File: src/rtl/pipelined_add_sub.sv
`default_nettype none
// ============================================================================
// Module      : pipelined_add_sub
// Description : Carry-slice pipelined adder/subtractor with valid/ready flow
// Revision    : 1.0 - initial release
// ============================================================================
module pipelined_add_sub #(
  parameter int WIDTH  = 16,
  parameter int STAGES = 4
) (
  input  logic             clk,
  input  logic             rst_n,
  input  logic             in_valid,
  output logic             in_ready,
  input  logic [WIDTH-1:0] a,
  input  logic [WIDTH-1:0] b,
  input  logic             cin,
  input  logic             sub,
  output logic             out_valid,
  input  logic             out_ready,
  output logic [WIDTH-1:0] sum,
  output logic             cout,
  output logic             ovf
);

  localparam int SLICE = WIDTH / STAGES;

  // Rank k holds the state leaving stage k; rank STAGES-1 is the output register.
  logic             r_v   [STAGES];
  logic             r_sub [STAGES];
  logic             r_c   [STAGES];
  logic [WIDTH-1:0] r_a   [STAGES];
  logic [WIDTH-1:0] r_b   [STAGES];
  logic [WIDTH-1:0] r_s   [STAGES];
  logic             r_ovf;
  logic             w_stall;

  assign out_valid = r_v[STAGES-1];
  assign w_stall   = out_valid & ~out_ready;
  assign in_ready  = ~w_stall;
  assign sum       = r_s[STAGES-1];
  assign cout      = r_c[STAGES-1];
  assign ovf       = r_ovf;

  for (genvar k = 0; k < STAGES; k++) begin : g_stage
    localparam int LO = k * SLICE;

    logic             w_v;
    logic             w_sub;
    logic             w_c;
    logic [WIDTH-1:0] w_a;
    logic [WIDTH-1:0] w_b;
    logic [WIDTH-1:0] w_s;
    logic [SLICE-1:0] w_bm;
    logic [SLICE-1:0] w_slice;
    logic             w_co;
    logic [WIDTH-1:0] w_s_nxt;

    if (k == 0) begin : g_head
      // Subtract is a + ~b + ~cin, so the incoming borrow is inverted here once.
      assign w_v   = in_valid;
      assign w_sub = sub;
      assign w_c   = cin ^ sub;
      assign w_a   = a;
      assign w_b   = b;
      assign w_s   = '0;
    end else begin : g_body
      assign w_v   = r_v[k-1];
      assign w_sub = r_sub[k-1];
      assign w_c   = r_c[k-1];
      assign w_a   = r_a[k-1];
      assign w_b   = r_b[k-1];
      assign w_s   = r_s[k-1];
    end

    assign w_bm = w_b[LO +: SLICE] ^ {SLICE{w_sub}};
    assign {w_co, w_slice} = {1'b0, w_a[LO +: SLICE]} + {1'b0, w_bm}
                           + {{SLICE{1'b0}}, w_c};

    always_comb begin
      w_s_nxt              = w_s;
      w_s_nxt[LO +: SLICE] = w_slice;
    end

    always_ff @(posedge clk or negedge rst_n) begin
      if (!rst_n) begin
        r_v[k]   <= 1'b0;
        r_sub[k] <= 1'b0;
        r_c[k]   <= 1'b0;
        r_a[k]   <= '0;
        r_b[k]   <= '0;
        r_s[k]   <= '0;
      end else if (!w_stall) begin
        r_v[k]   <= w_v;
        r_sub[k] <= w_sub;
        r_c[k]   <= w_co;
        r_a[k]   <= w_a;
        r_b[k]   <= w_b;
        r_s[k]   <= w_s_nxt;
      end
    end

    if (k == STAGES - 1) begin : g_tail
      // Top slice is processed here, so the sign bits are all visible in this stage.
      always_ff @(posedge clk or negedge rst_n) begin
        if (!rst_n) begin
          r_ovf <= 1'b0;
        end else if (!w_stall) begin
          r_ovf <= (w_a[WIDTH-1] == w_bm[SLICE-1]) && (w_slice[SLICE-1] != w_a[WIDTH-1]);
        end
      end
    end
  end

endmodule
`default_nettype wire

File: config.mk
export PLATFORM = sky130hd
export DESIGN_NAME = pipelined_add_sub
export DESIGN_NICKNAME = d
export VERILOG_FILES = /design/src/rtl/pipelined_add_sub.sv
export SDC_FILE = /design/constraint.sdc
export NUM_CORES = 1
export LEC_CHECK = 0
export CAP_MARGIN = 20
export CORE_MARGIN = 4
export CORE_UTILIZATION = 48
export DETAILED_ROUTE_END_ITERATION = 16
export DONT_BUFFER_PORTS = 1
export SLEW_MARGIN = 25
export SYNTH_ARGS = -nofsm -noshare
export SYNTH_HDL_FRONTEND = slang
export SYNTH_SLANG_ARGS = --single-unit
File: constraint.sdc
create_clock -name clk -period 3.7 [get_ports clk]
set_input_delay 0.74 -clock clk [delete_from_list [all_inputs] [get_ports clk]]
set_output_delay 0.74 -clock clk [all_outputs]
set_load 0.01 [all_outputs]
# == Yosys cells after proc, flatten, opt, wreduce, memory -nomap -nowiden ==
# Cells that the tools add are included.
# word_totals
reg_bits,148
inputBits,38
# classes
n_addsub,8
n_reduce_logical,1
n_eq_ne,2
n_bitwise,8
# ops
op,count
adder 4 x 4 -> 5 bit,4
adder 5 x 1 -> 5 bit,4
XOR 4 bit,4
NOT 1 bit,2
bitwise AND 1 bit,1
== test 1 bit,1
logical AND 1 bit,1
inequality test 1 bit,1
XOR 1 bit,1

# == Depth between registers and ports, before layout ==
# Gate-level depths: netlist of the first run.
# logic_depth
ltp_word,5
mapped_depth,8

# == Worst setup path before layout of the first run ==
# Ideal clock, no wire load.
# synth_path
kind,input to register
startpoint,input port sub
endpoint,register r_c (netlist bit g_stage[1].w_c)
arrival_time_ns,2.374
cell_stages,7
required_ns,3.573
path_slack_ns,1.198
path_cell_list,clkbuf_1 -> xor2_1 -> fa_1 -> fa_1 -> a21o_1 -> a211oi_1 -> a21oi_1
# synth_between
elab_chain_cells,3
# synth_lines
element,line,rtl
start: declaration,18,"input logic sub,"
XOR 4 bit,76,assign w_bm = w_b[LO +: SLICE] ^ {SLICE{w_sub}};
adder 4 x 4 -> 5 bit,77,"assign {w_co, w_slice} = {1'b0, w_a[LO +: SLICE]} + {1'b0, w_bm}"
adder 5 x 1 -> 5 bit (*),78,"+ {{SLICE{1'b0}}, w_c};"
end signal: indexed assignment,96,r_c[k] <= w_co;
end: declaration,31,logic r_c [STAGES];
# Mark *: on every way between the ends. The rest lies on a longest branch, timed or not.
# A chain may end at the register's enable or synchronous reset.

# == Worst setup path in the final report of the first run ==
# layout_path
startpoint,register r_v (netlist bit out_valid)
endpoint,output port in_ready
# layout_between
elab_chain_cells,2
# layout_lines
element,line,rtl
start: declaration,29,logic r_v [STAGES];
start signal: indexed assignment,94,r_v[k] <= w_v;
bitwise AND 1 bit,39,assign w_stall = out_valid & ~out_ready;
NOT 1 bit,40,assign in_ready = ~w_stall;
end: declaration,14,"output logic in_ready,"
# Every way passes these cells.

==> results.tsv, run 1 <==
metric	value	unit
grt_pass1_wl	13600	microns
grt_max_degree	101	
cts.clk_slew.worst_paths	0.09	ns
status	complete, no violations	
start_util	50.0	%
power_leakage	2.44	nW
post_dp_cell_area	4460	sq um
syn_area	4430	sq um
die_x	104	microns
areaGrowthSynthToFinish	5.37	%
synth-seq-cells	100	
post-route-period-util	59.7	%
yosysTopAreaCell	dfrtp_1	
pre_cts_ws	1.35	ns
drt_iter0_markers	110	
setup_viol	0	
cts_tree	yes	
wl_met3	331	microns
arrival	1.47	ns
routed.top_layer	met4	
yosys_warnings	0	
cts-buffers-inserted	9	
synth_most_common_cell	nand2_1	
power_density	890	nW/um^2
totalWireLength	7610	microns
avgSynthCellArea	9.24	sq um
synth_edf_count	0	
synthesis.nets	538	
postCtsHoldBufs	0	
grt_usage	15.2	%
synth.area.top_cells	dfrtp_1 57%, nand2_1 20%, ha_1 3.7%	
dr_total_vias	2842	
drcViolationCount	0	
wl_met1	3710	microns
postCtsSetupRepairBufs	0	
cts-root-buf	clkbuf_8	
cts-resized-gates	0	
peakVddDrop	0.316	mV
core	8850	sq um
synth.top_cell.area_share	56.5	%
viasPerCell	4.90	
crit_type	flip-flop to output pin	
async_flop_share	100	%
slew_violations	0	
reg2reg_depth	7	
grt_pass1_vias	2934	
grt_remaining_overflow	0	
io_pins	58	
worstMarginPinSlew	0.918	ns
rsz0062_at_grt	false	
routabilityCongestion	0.736	
port_buffers	0	
endpoint_kind	output pin	
maxCapViolCount	0	
yosys.area_share.simple	22.5	%
fmax	0.453	GHz
insertedDiodeCount	0	
synth_compound_area_share	5.15	%
synth_fa_ha_area_share	7.29	%
antenna_found_initial	0	
relSlewSlack	38.8	%
postLayoutCellArea	4660	sq um
period_needed	2.21	ns
post_synth_mux_area_share	0	%
cts_sinks	100	
synth_top_family_by_area	simple AND/OR/NAND/NOR gates	
skew	0.0131	ns
hold_ws	0.0744	ns
holdCritPathClass	input port to asynchronous set/reset pin	
startpoint_type	flip-flop	
die_y	104	microns
layout_setup_ws	1.49	ns
ys_seq_area_share	56.5	%
cp.required	2.96	ns
hpwl	4950	microns
rows	34	
met2_length	3480	microns
finalHoldViolCount	0	
synthFlopType	dfrtp_1	
h-tree-depth	3	
ant_nets	0	
ys_types	27	
die_area	10800	sq um
synth_common_cells	239 x nand2_1, 100 x dfrtp_1, 16 x xor2_1	
synth-xor-area-share	4.55	%
synthesis.instances	479	
finalSetupTns	0	ns
drt_pass1_iterations	4	
critPathMaxFanout	52	
cts_buffer_depth	2	
fin_nets	526	
clkLatencyLatePin	0.36	ns
drive_gt1_share	4.24	%
routedWlPerCell	13.1	microns
==> power breakdown <==
part	total, mW	internal (mW)	switching, mW
Sequential	1.92	1.58	0.343
Clock	0.705	0.348	0.357
Combinational	1.53	0.675	0.852
==> critical path: stages (launching register included) <==
cell      delay [ns]
dfrtp_1         0.41
nor2b_4         0.18
clkinv_2        0.52
==> sequential cells by signal, indices dropped and copies added, names as in the netlist <==
register / flops
g_stage.w_a: 24
g_stage.w_b: 24
g_stage.w_s: 24
sum: 16
g_stage.w_c: 3
g_stage.w_sub: 3
g_stage.w_v: 3
cout: 1
out_valid: 1
ovf: 1
==> final timing paths <==
path                              startpoint           endpoint  slack (ns)
hold reg to reg            g_stage[2].w_s[1]  g_stage[2].w_s[1]        0.47
setup reg to reg            g_stage[1].w_sub     g_stage[2].w_c        1.62
min in group clk           g_stage[2].w_s[1]  g_stage[2].w_s[1]        0.47
setup / recovery                   out_valid           in_ready        1.49
max in group asynchronous              rst_n  g_stage[1].w_b[5]        3.47
hold / removal                         rst_n  g_stage[3].w_s[3]        0.07
==> stage by stage <==
stage / util [%] / cells / power (mW)
after floorplan: - / 479 / 3.16
after global placement: 50.4 / 564 / 3.42
after detailed placement: 50.4 / 564 / 3.51
after CTS: 52.7 / 580 / 4.23
after global routing: 52.7 / 580 / 4.56
final: 52.7 / 580 / 4.15
==> cell usage in the layout (no fill, tap or decap) <==
cell	instances
a21o_1	4
dfrtp_1	100
buf_4	2
a31o_1	2
or3_1	2
clkbuf_1	1
xnor2_1	7
xor2_1	16
clkbuf_8	11
nor2b_1	2
a22oi_1	1
a21oi_1	13
and2_1	2
nor2b_4	2
fa_1	8
nand2_1	239
o21ai_1	1
bufinv_16	1
clkinvlp_4	1
o21ai_0	13
clkinv_2	3
ha_1	13
inv_1	13
o21a_1	2
o31ai_1	1
nor2_1	9
a211oi_1	2
nand2b_1	1
==> per-layer routing <==
metal / track usage [%] / vias to the layer above
li1: - / 1452
met1: 20.7 / 1335
met2: 23.5 / 49
met3: 4.53 / 6
met4: 4.84 / 0
met5: 0 / -
==> final cells by class <==
class / count / area [sq um]
fillers: 839 / 4190
flip-flops and latches: 100 / 2500
multi-input cells: 340 / 1750
clock buffers: 12 / 155
well taps: 108 / 135
inverters: 14 / 53.8
clock inverters: 4 / 47.5
repair buffers: 2 / 15.0
==> cells by family (layout without fill, tap and decap cells) <==
| kind of cell | Yosys count | in the layout |
|---|---|---|
| buf+inv | 39 | 32 |
| xor+xnor | 23 | 23 |
| compound gates | 39 | 39 |
| fa+ha+maj | 21 | 21 |
| flops | 100 | 100 |
| simple gates | 257 | 257 |
Power figures use the tool's default switching activity.
==> run 2, diff against run 1 <==
==> constraint.sdc (replaced) <==
create_clock -name clk -period 2.05 [get_ports clk]
set_input_delay 0.41 -clock clk [delete_from_list [all_inputs] [get_ports clk]]
set_output_delay 0.41 -clock clk [all_outputs]
set_load 0.01 [all_outputs]
==> run 2 against run 1 <==
  * The flow now finishes with violations (negative hold slack)
  * Clock power increased by 80%
  * Critical path depth increased by 5
  * Count of clock-buffer cells in the layout decreased by 2
  * Hold slack got worse by 0.35 ns
  * Clock skew decreased by 0.0069 ns
  * Sequential power increased by 80%
  * Via count decreased by 0.11%
  * Critical endpoint is now g_stage[2].w_c
==> results.tsv, run 2 (synthesis results as in run 1) <==
metric	value	unit
status	finished with violations	
violations	negative hold slack	
finalHoldViolCount	100	
port_buffers	0	
reg2reg_depth	7	
drcViolationCount	0	
routabilityCongestion	0.743	
mostFrequentLayoutCells	239 x nand2_1, 98 x dfrtp_1, 16 x xor2_1	
top_usage_layer	met2	
die_y	104	microns
cts.clk_slew.worst_paths	0.09	ns
dr_total_vias	2839	
die_x	104	microns
cts_buffer_depth	2	
rows	34	
startpoint_type	flip-flop	
met3_usage	5.15	%
post_dp_cell_area	4510	sq um
crit_type	flip-flop to flip-flop	
cts-buffers-inserted	9	
cp_slowest_cell	dfrtp_2	
grt_pass1_vias	2853	
ff2ff_setup_slack	0.11	ns
drt_iter0_markers	79	
holdCritPathClass	input port to asynchronous set/reset pin	
skew	0.00628	ns
path_common_cell	fa_1	
worstMarginPinSlew	0.435	ns
relSlewSlack	71.0	%
ant_nets	0	
drt_pass1_iterations	4	
hpwl	5080	microns
hold_ws	-0.273	ns
endpoint_kind	flip-flop	
grt_usage	15.4	%
met2_usage	22.7	%
cts_sinks	100	
core	8850	sq um
cp-startpoint	g_stage[1].w_sub	
clkLatencyLatePin	0.37	ns
maxCapViolCount	0	
grt_pass1_wl	13400	microns
start_util	50.0	%
cpPeakStageDelay	0.46	ns
h-tree-depth	3	
crit_family	adder cells	
finalSetupTns	0	ns
die_area	10800	sq um
crit_chain	xnor2_1, fa_1, inv_1, fa_1, a21o_1, a211oi_1, a21oi_1	
viasPerCell	4.86	
layout_commonest_cell	nand2_1	
cts_tree	yes	
crit_buf_inv	1	
power_density	1600	nW/um^2
timing.rr.end	g_stage[2].w_c	
p_total	7.54	mW
layout_setup_ws	0.115	ns
drive_gt1_share	6.30	%
totalWireLength	7630	microns
cp.required	2.30	ns
post-route-period-util	94.4	%
fmax	0.517	GHz
period_needed	1.94	ns
insertedDiodeCount	0	
slew_violations	0	
antenna_found_initial	0	
use_met1	21.0	%
grt_max_degree	101	
arrival	2.18	ns
grt_remaining_overflow	0	
r2r-start	g_stage[1].w_sub	
fin_nets	530	
peakVddDrop	0.494	mV
setup_viol	0	
io_pins	58	
rsz0062_at_grt	false	
critPathMaxFanout	6	
routedWlPerCell	13.1	microns
postLayoutCellArea	4710	sq um
areaGrowthSynthToFinish	6.53	%
power_leakage	2.46	nW
cts-root-buf	clkbuf_8	
pre_cts_ws	0.0602	ns
==> run 2: what timing repair did <==
action	CTS	global route
endpoints found under the hold margin	100	100
gates resized for setup	0	3
setup buffers	0	0
endpoints found under the setup margin	0	2
==> run 2: worst max path at each step <==
stage                              to  slack, ns  depth (start not counted)
floorplan              g_stage[1].w_c       0.04                          7
global route           g_stage[2].w_c       0.03                          7
finish                 g_stage[2].w_c       0.11                          7
CTS                    g_stage[3].w_c       0.03                          6
detailed placement     g_stage[3].w_c       0.06                          6
global placement    g_stage[2].w_s[7]       0.16                          6
==> run 2: worst register-to-register path, cell delays in order (launching register included) <==
cell	delay (ns)
dfrtp_2	0.46
xnor2_1	0.22
fa_1	0.24
inv_1	0.06
fa_1	0.40
a21o_1	0.17
a211oi_1	0.21
a21oi_1	0.06
==> run 2: cell type report <==
class / count / area [sq um]
Clock buffer: 10 / 138
Clock inverter: 6 / 63.8
Sequential cell: 100 / 2500
Timing Repair Buffer: 6 / 57.6
Inverter: 14 / 53.8
Tap cell: 108 / 135
Fill cell: 853 / 4130
Multi-Input combinational cell: 340 / 1760
==> run 2: layer usage <==
metal	vias up	wire length [microns]
met3	12	398
met5	-	0
met4	0	138
met1	1318	3670
met2	47	3430
li1	1462	-
==> run 2: per-stage QoR <==
step / utilization (%) / std cells
floorplan: - / 479
global placement: 50.9 / 568
detailed placement: 50.9 / 568
CTS: 53.2 / 584
global route: 53.3 / 584
finish: 53.3 / 584
==> run 2: power by group <==
group	switching [mW]	internal [mW]	total [mW]
Combinational	1.54	1.27	2.82
Sequential	0.602	2.85	3.45
Clock	0.671	0.595	1.27
